$ cat src/rtl/mfc_ctx_feed_if.sv
// mfc_ctx_feed_if
// Beat stream from the context-window feeder to the DNN input layer.
//   out_data   : current coefficient, MFCBIT bits
//   out_valid  : beat available
//   out_ready  : consumer accepts the beat
//   out_first  : first beat of a window (oldest frame, coefficient 0)
//   out_last   : last beat of a window (newest frame, last coefficient)
// The master modport is the feeder; the slave modport is the DNN side.
interface mfc_ctx_feed_if #(
  parameter int MFCBIT = 32
);
  logic [MFCBIT-1:0] out_data;
  logic              out_valid;
  logic              out_ready;
  logic              out_first;
  logic              out_last;

  modport master (
    output out_data,
    output out_valid,
    output out_first,
    output out_last,
    input  out_ready
  );

  modport slave (
    input  out_data,
    input  out_valid,
    input  out_first,
    input  out_last,
    output out_ready
  );
endinterface

$ cat src/rtl/mfc_ctx_feed.sv
// mfc_ctx_feed
// Keeps a circular history of the last CTX packed MFCC frames while speech
// is active and, once the history is full, streams a CTX-frame window
// (oldest frame first, coefficient 0 first) one coefficient per beat.
// One window is produced per accepted frame (stride 1).
//   clk, rst_n : clock, asynchronous active-low reset
//   max        : one-cycle frame strobe from the packer
//   vad        : voice-activity flag, only looked at together with max
//   dat_in     : packed frame, coefficient k at [k*MFCBIT +: MFCBIT]
//   dnn        : beat stream towards the DNN (master side)
//   busy       : high while a window is being streamed
//   drop_cnt   : frames that arrived while streaming, saturates at 255
//   win_cnt    : completed windows, wraps
module mfc_ctx_feed #(
  parameter int MFCBIT = 32,
  parameter int NCOEF  = 12,
  parameter int CTX    = 5
) (
  input  logic                    clk,
  input  logic                    rst_n,
  input  logic                    max,
  input  logic                    vad,
  input  logic [NCOEF*MFCBIT-1:0] dat_in,
  mfc_ctx_feed_if.master          dnn,
  output logic                    busy,
  output logic [7:0]              drop_cnt,
  output logic [15:0]             win_cnt
);

  localparam int PW = $clog2(CTX);
  localparam int CW = $clog2(CTX + 1);
  localparam int XW = $clog2(NCOEF);

  localparam logic [PW-1:0] PTR_LAST  = PW'(CTX - 1);
  localparam logic [CW-1:0] CNT_FULL  = CW'(CTX);
  localparam logic [XW-1:0] COEF_LAST = XW'(NCOEF - 1);

  typedef enum logic {IDLE, STREAM} state_t;

  state_t state, state_nxt;

  logic [NCOEF*MFCBIT-1:0] slot [CTX];

  logic [PW-1:0] wr_ptr, wr_ptr_inc;
  logic [PW-1:0] rd_slot, rd_slot_inc;
  logic [PW-1:0] fidx;
  logic [XW-1:0] cidx;
  logic [CW-1:0] cnt, cnt_inc;

  logic accept, flush, fire, coef_end, win_end;

  // Modulo-CTX pointer steps and the saturating fill count.
  always_comb begin
    wr_ptr_inc  = (wr_ptr == PTR_LAST) ? '0 : wr_ptr + 1'b1;
    rd_slot_inc = (rd_slot == PTR_LAST) ? '0 : rd_slot + 1'b1;
    cnt_inc     = (cnt == CNT_FULL) ? CNT_FULL : cnt + 1'b1;
  end

  // History only changes in IDLE; a strobe while streaming is a drop.
  assign accept   = (state == IDLE) && max && vad;
  assign flush    = (state == IDLE) && max && !vad;
  assign fire     = (state == STREAM) && dnn.out_ready;
  assign coef_end = (cidx == COEF_LAST);
  assign win_end  = coef_end && (fidx == PTR_LAST);

  // State register.
  always_ff @(posedge clk or negedge rst_n) begin
    if (!rst_n) state <= IDLE;
    else        state <= state_nxt;
  end

  // Next-state logic: start a window when the accepted frame fills the
  // history, return to IDLE on the handshake of the window's last beat.
  always_comb begin
    state_nxt = state;
    unique case (state)
      IDLE:   if (accept && (cnt_inc == CNT_FULL)) state_nxt = STREAM;
      STREAM: if (fire && win_end) state_nxt = IDLE;
      default: state_nxt = IDLE;
    endcase
  end

  // Frame storage; contents need no reset because cnt gates their use.
  always_ff @(posedge clk) begin
    if (accept) slot[wr_ptr] <= dat_in;
  end

  // History bookkeeping, read cursor and statistics counters.
  always_ff @(posedge clk or negedge rst_n) begin
    if (!rst_n) begin
      wr_ptr   <= '0;
      cnt      <= '0;
      rd_slot  <= '0;
      fidx     <= '0;
      cidx     <= '0;
      drop_cnt <= '0;
      win_cnt  <= '0;
    end else if (state == IDLE) begin
      if (accept) begin
        wr_ptr <= wr_ptr_inc;
        cnt    <= cnt_inc;
        if (cnt_inc == CNT_FULL) begin
          // Slot after the newest frame holds the oldest one.
          rd_slot <= wr_ptr_inc;
          fidx    <= '0;
          cidx    <= '0;
        end
      end else if (flush) begin
        wr_ptr <= '0;
        cnt    <= '0;
      end
    end else begin
      if (max && (drop_cnt != 8'hFF)) drop_cnt <= drop_cnt + 8'd1;
      if (fire) begin
        if (coef_end) begin
          cidx    <= '0;
          rd_slot <= rd_slot_inc;
          fidx    <= fidx + 1'b1;
          if (win_end) win_cnt <= win_cnt + 16'd1;
        end else begin
          cidx <= cidx + 1'b1;
        end
      end
    end
  end

  // Beat outputs are decoded from the state so reset clears them at once.
  always_comb begin
    busy          = (state == STREAM);
    dnn.out_valid = (state == STREAM);
    dnn.out_first = (state == STREAM) && (fidx == '0) && (cidx == '0);
    dnn.out_last  = (state == STREAM) && win_end;
    dnn.out_data  = '0;
    if (state == STREAM) dnn.out_data = slot[rd_slot][cidx*MFCBIT +: MFCBIT];
  end

endmodule

$ cat src/flat_wrapper.sv
// flat-port wrapper written by rule: the top's interface ports become plain ports
module mfc_ctx_feed_flat 
#(
  parameter int MFCBIT = 32,
  parameter int NCOEF  = 12,
  parameter int CTX    = 5
)
  (clk, rst_n, max, vad, dat_in, busy, drop_cnt, win_cnt, dnn_out_data, dnn_out_valid, dnn_out_first, dnn_out_last, dnn_out_ready);
  mfc_ctx_feed_if #(.MFCBIT(MFCBIT)) dnn_i ();
  input  logic clk;
  input  logic rst_n;
  input  logic max;
  input  logic vad;
  input  logic [NCOEF*MFCBIT-1:0] dat_in;
  output logic busy;
  output logic [7:0] drop_cnt;
  output logic [15:0] win_cnt;
  output wire logic [$bits(dnn_i.out_data)-1:0] dnn_out_data;
  output wire logic [$bits(dnn_i.out_valid)-1:0] dnn_out_valid;
  output wire logic [$bits(dnn_i.out_first)-1:0] dnn_out_first;
  output wire logic [$bits(dnn_i.out_last)-1:0] dnn_out_last;
  input wire logic [$bits(dnn_i.out_ready)-1:0] dnn_out_ready;
  assign dnn_out_data = dnn_i.out_data;
  assign dnn_out_valid = dnn_i.out_valid;
  assign dnn_out_first = dnn_i.out_first;
  assign dnn_out_last = dnn_i.out_last;
  assign dnn_i.out_ready = dnn_out_ready;
  mfc_ctx_feed #(.MFCBIT(MFCBIT), .NCOEF(NCOEF), .CTX(CTX)) u_core (.clk(clk), .rst_n(rst_n), .max(max), .vad(vad), .dat_in(dat_in), .dnn(dnn_i), .busy(busy), .drop_cnt(drop_cnt), .win_cnt(win_cnt));
endmodule
$ cat config.mk
export PLATFORM = sky130hd
export DESIGN_NAME = mfc_ctx_feed_flat
export DESIGN_NICKNAME = d
export VERILOG_FILES = /design/src/rtl/mfc_ctx_feed_if.sv /design/src/rtl/mfc_ctx_feed.sv /design/src/flat_wrapper.sv
export SDC_FILE = /design/constraint.sdc
export NUM_CORES = 2
export LEC_CHECK = 0
export BUFFER_PORTS_ARGS = -buffer_cell sky130_fd_sc_hd__buf_2
export CELL_PAD_IN_SITES_DETAIL_PLACEMENT = 0
export CELL_PAD_IN_SITES_GLOBAL_PLACEMENT = 1
export CORE_UTILIZATION = 40
export DETAILED_ROUTE_END_ITERATION = 8
export GPL_ROUTABILITY_DRIVEN = 1
export PLACE_DENSITY_LB_ADDON = 0.08
export SYNTH_ARGS = -nofsm -noshare
export SYNTH_HDL_FRONTEND = slang
export SYNTH_SLANG_ARGS = --single-unit
$ cat constraint.sdc
create_clock -name clk -period 57.7 [get_ports clk]
set_clock_uncertainty 0.1 [all_clocks]
set_input_delay 0 -clock clk [delete_from_list [all_inputs] [get_ports clk]]
set_output_delay 0 -clock clk [all_outputs]
set_load 0.02 [all_outputs]
==> run_results.csv <==
group,metric,value,unit
synthesis,synth-seq-cells,1961,
grt,antenna_found_initial,84,
clocking,clock_sinks,1961,
worst_setup_path,worst_path_max_delay_cell,"dfrtp_4",
sta,timing.final.crit_period,6800,ps
worst_setup_path,crit_fanout,116,
finish,final_common_cell,"edfxtp_1",
worst_setup_path,worstSetupPathType,"reg -> out",
clocking,htreeDepth,4,
routing,first_pass_iters,7,
clocking,worstSkewPairLatency,830,ps
synthesis,muxShareOfSynthArea,14.4,%
routing,drcViolationCount,40,
grt,grt_max_degree,129,
routing,vias_per_cell,5.38,
run_status,violations,"design-rule violations",
clocking,cts.clk_slew.worst_paths,60,ps
placed_design,place_area,80800,sq um
run,maxCapViolCount,0,
pwr,leakage,31.8,nW
worst_setup_path,r2r_cells,9,
worst_setup_path,worst_path_largest_cell_delay,990,ps
synthesis,synth_top_family_by_area,"multiplexers",
worst_setup_path,end_kind,"output port",
floorplan,row_count,159,
clocking,cts_resized,0,
finish,area_growth,25.4,%
worst_hold_path,holdCritPathClass,"in -> reg",
finish,drive_gt1_share,24.2,%
worst_setup_path,worstPathCellList,"buf_4, buf_12, buf_4, buf_4, mux4_2, o21ai_0, nand2_1, a21oi_1, o21ai_1, buf_2",
routing,first_iter_violations,3656,
sta,finalHoldViolations,0,
grt,grtUsageTotal,23.6,%
finish,nets,5365,
clocking,root_buffer,"clkbuf_16",
sta,rsz0062_at_grt,"no",
sta,setup_violations,0,
placed_design,detailed_place_hpwl,137000,microns
grt,grt_pass1_wl,320000,microns
clocking,ctsHoldBuffers,772,
sta,max_slew_margin,22.8,%
floorplan,dieHeight,437,microns
worst_setup_path,critPathArrivalTime,6700,ps
synthesis,yosysSeqAreaShare,77.4,%
grt,grt_pass1_vias,42400,
synthesis,avgSynthCellArea,20.9,sq um
synthesis,synth-edff-count,1920,
synthesis,synth-simple-area-share,2.15,%
routing,vias,41300,
floorplan,start_util,40.3,%
pwr,irDropWorstVdd,0.0340,mV
placed_design,gp_congestion,0.762,
sta,timing.final.ws_setup,50900,ps
routing,ant_nets,0,
run_status,status,"finished, violations left",
finish,final_area,95100,sq um
placed_design,dp.cells,6481,
floorplan,io_pins,449,
synthesis,synth-main-ff-cell,"edfxtp_1",
synthesis,synth_nets,4031,
sta,drv_slew,0,
worst_hold_path,holdPathStages,2,
floorplan,coreArea,188000,sq um
synthesis,synth_xor_area_share,0.277,%
worst_setup_path,required,57600,ps
sta,fin_tns_setup,0,ps
finish,layout_common_cells,"edfxtp_1, dlygate4sd3_1, buf_2",
synthesis,yosysUniqueCellTypes,69,
floorplan,die_area,191000,sq um
synthesis,synth_fa_ha_area_share,0.165,%
clocking,post_cts_buffers,0,
routing,wirelength,226000,microns
clocking,clock_path_buffers,3,
sta,timing.final.crit_share,11.8,%
clocking,cts_buffers,206,
sta,clock.fmax,147,MHz
synthesis,yosys_warnings,0,
grt,grt_overflow,0,
worst_setup_path,start_kind,"flop",
placed_design,portBuffers,448,
placed_design,dp_slack,51590,ps
synthesis,async_flop_share,2.09,%
finish,instances_no_fill,7665,
clocking,cts_tree,"built",
routing,wl_per_cell,29.4,microns
floorplan,die_x,437,microns
synthesis,synth_compound_area_share,3.70,%
worst_setup_path,cp_common_cell,"buf_4",
sta,tightest_slew,1160,ps
synthesis,synthesis.area,75800,sq um
pwr,p_per_area,42.0,nW/um^2
synthesis,synthCells,3632,
## layout make-up
class | count | area (sq um)
clock inverters | 120 | 973
well taps | 2495 | 3120
diodes | 27 | 67.6
inverters | 15 | 62.6
fillers | 15500 | 92900
repair buffers | 1325 | 10800
flip-flops and latches | 1961 | 58700
clock buffers | 265 | 5590
multi-input cells | 1457 | 15800
## kinds of logic (layout without fill, tap and decap cells)
family | Yosys count | in the layout
muxes | 680 | 680
DFF | 1961 | 1961
other | 0 | 27
xor gates and xnor gates | 24 | 24
buffers and inverters | 214 | 1725
adders and majority gates | 10 | 10
and+or+nand+nor | 339 | 339
AOI/OAI and AO/OA | 404 | 404
## per-stage QoR
step	hold WS [ps]	util [%]	power, mW
floorplan	-396	-	2.38
global placement	52.6	43.0	2.71
detailed placement	43.0	43.0	2.70
CTS	4.18	50.6	4.05
global route	17.3	50.6	4.14
finish	42.3	50.6	3.99
## cell usage after synthesis (5+ instances only)
| cell | count | area share, % |
|---|---|---|
| buf_4 | 25 | 0.25 |
| and3_1 | 7 | 0.058 |
| and2_1 | 5 | 0.041 |
| dfrtp_1 | 41 | 1.4 |
| buf_8 | 9 | 0.18 |
| o221ai_1 | 5 | 0.058 |
| buf_12 | 10 | 0.26 |
| a2111oi_0 | 13 | 0.15 |
| a211oi_1 | 23 | 0.23 |
| edfxtp_1 | 1920 | 76 |
| nor2_1 | 53 | 0.26 |
| nand2_1 | 126 | 0.62 |
| ha_1 | 10 | 0.16 |
| or3_1 | 7 | 0.058 |
| a221oi_1 | 21 | 0.24 |
| nand2b_1 | 7 | 0.058 |
| nand4_1 | 31 | 0.26 |
| clkbuf_1 | 62 | 0.31 |
| a21oi_1 | 53 | 0.35 |
| buf_6 | 33 | 0.49 |
| mux2_2 | 36 | 0.53 |
| mux4_2 | 319 | 9.5 |
| nor3_1 | 22 | 0.15 |
| inv_1 | 13 | 0.064 |
| mux2i_1 | 321 | 4.2 |
| buf_2 | 57 | 0.38 |
| a311oi_1 | 5 | 0.058 |
| o21ai_0 | 52 | 0.34 |
| a31oi_1 | 14 | 0.12 |
| xnor2_1 | 14 | 0.16 |
| o22ai_1 | 56 | 0.46 |
| nand3_1 | 42 | 0.28 |
| a22o_1 | 5 | 0.058 |
| a32oi_1 | 7 | 0.081 |
| nor2b_1 | 22 | 0.18 |
| xor2_1 | 10 | 0.12 |
| a22oi_1 | 97 | 0.96 |
| o211ai_1 | 17 | 0.17 |
## critical path: cells and delay by family (launching register included)
family | cells | cell delay [ps]
AO/OA/AOI/OAI | 3 | 710
buffers and inverters | 5 | 3130
flip-flops | 1 | 990
multiplexers | 1 | 570
AND/OR/NAND/NOR | 1 | 100
## flip-flops by register name, summed over array words and instances, names as in the netlist
| name | flops |
|---|---|
| u_core.rd_slot | 3 |
| u_core.slot | 1920 |
| u_core.fidx | 3 |
| u_core.busy | 1 |
| u_core.cnt | 3 |
| u_core.wr_ptr | 3 |
| u_core.win_cnt | 16 |
| u_core.drop_cnt | 8 |
| u_core.cidx | 4 |
## final timing paths
check / end / slack, ps / from
min reg2reg: u_core.win_cnt[15] / 370 / u_core.win_cnt[15]
min in group asynchronous: u_core.win_cnt[14] / 240 / rst_n
max: dnn_out_data[23] / 50900 / u_core.rd_slot[0]
max reg2reg: u_core.rd_slot[0] / 52500 / u_core.rd_slot[1]
min: u_core.slot[2][172] / 40 / dat_in[172]
max in group asynchronous: u_core.cidx[2] / 56760 / rst_n
## power breakdown
| part | switching [mW] | leakage [nW] | internal, mW |
|---|---|---|---|
| sequential | 0.0414 | 17.8 | 1.61 |
| combinational | 0.636 | 10.7 | 0.409 |
| clock | 0.548 | 3.23 | 0.747 |
| total | 1.23 | 31.8 | 2.77 |
## per-layer routing
layer | wire length (microns) | global-route usage (%) | vias to the layer above
met1 | 97300 | 32.3 | 21800
met3 | 12100 | 4.21 | 337
li1 | - | - | 17900
met2 | 111000 | 38.7 | 1147
met5 | 184 | 0 | -
met4 | 5080 | 6.15 | 30
Note: power is estimated with default switching activity, not from simulation.
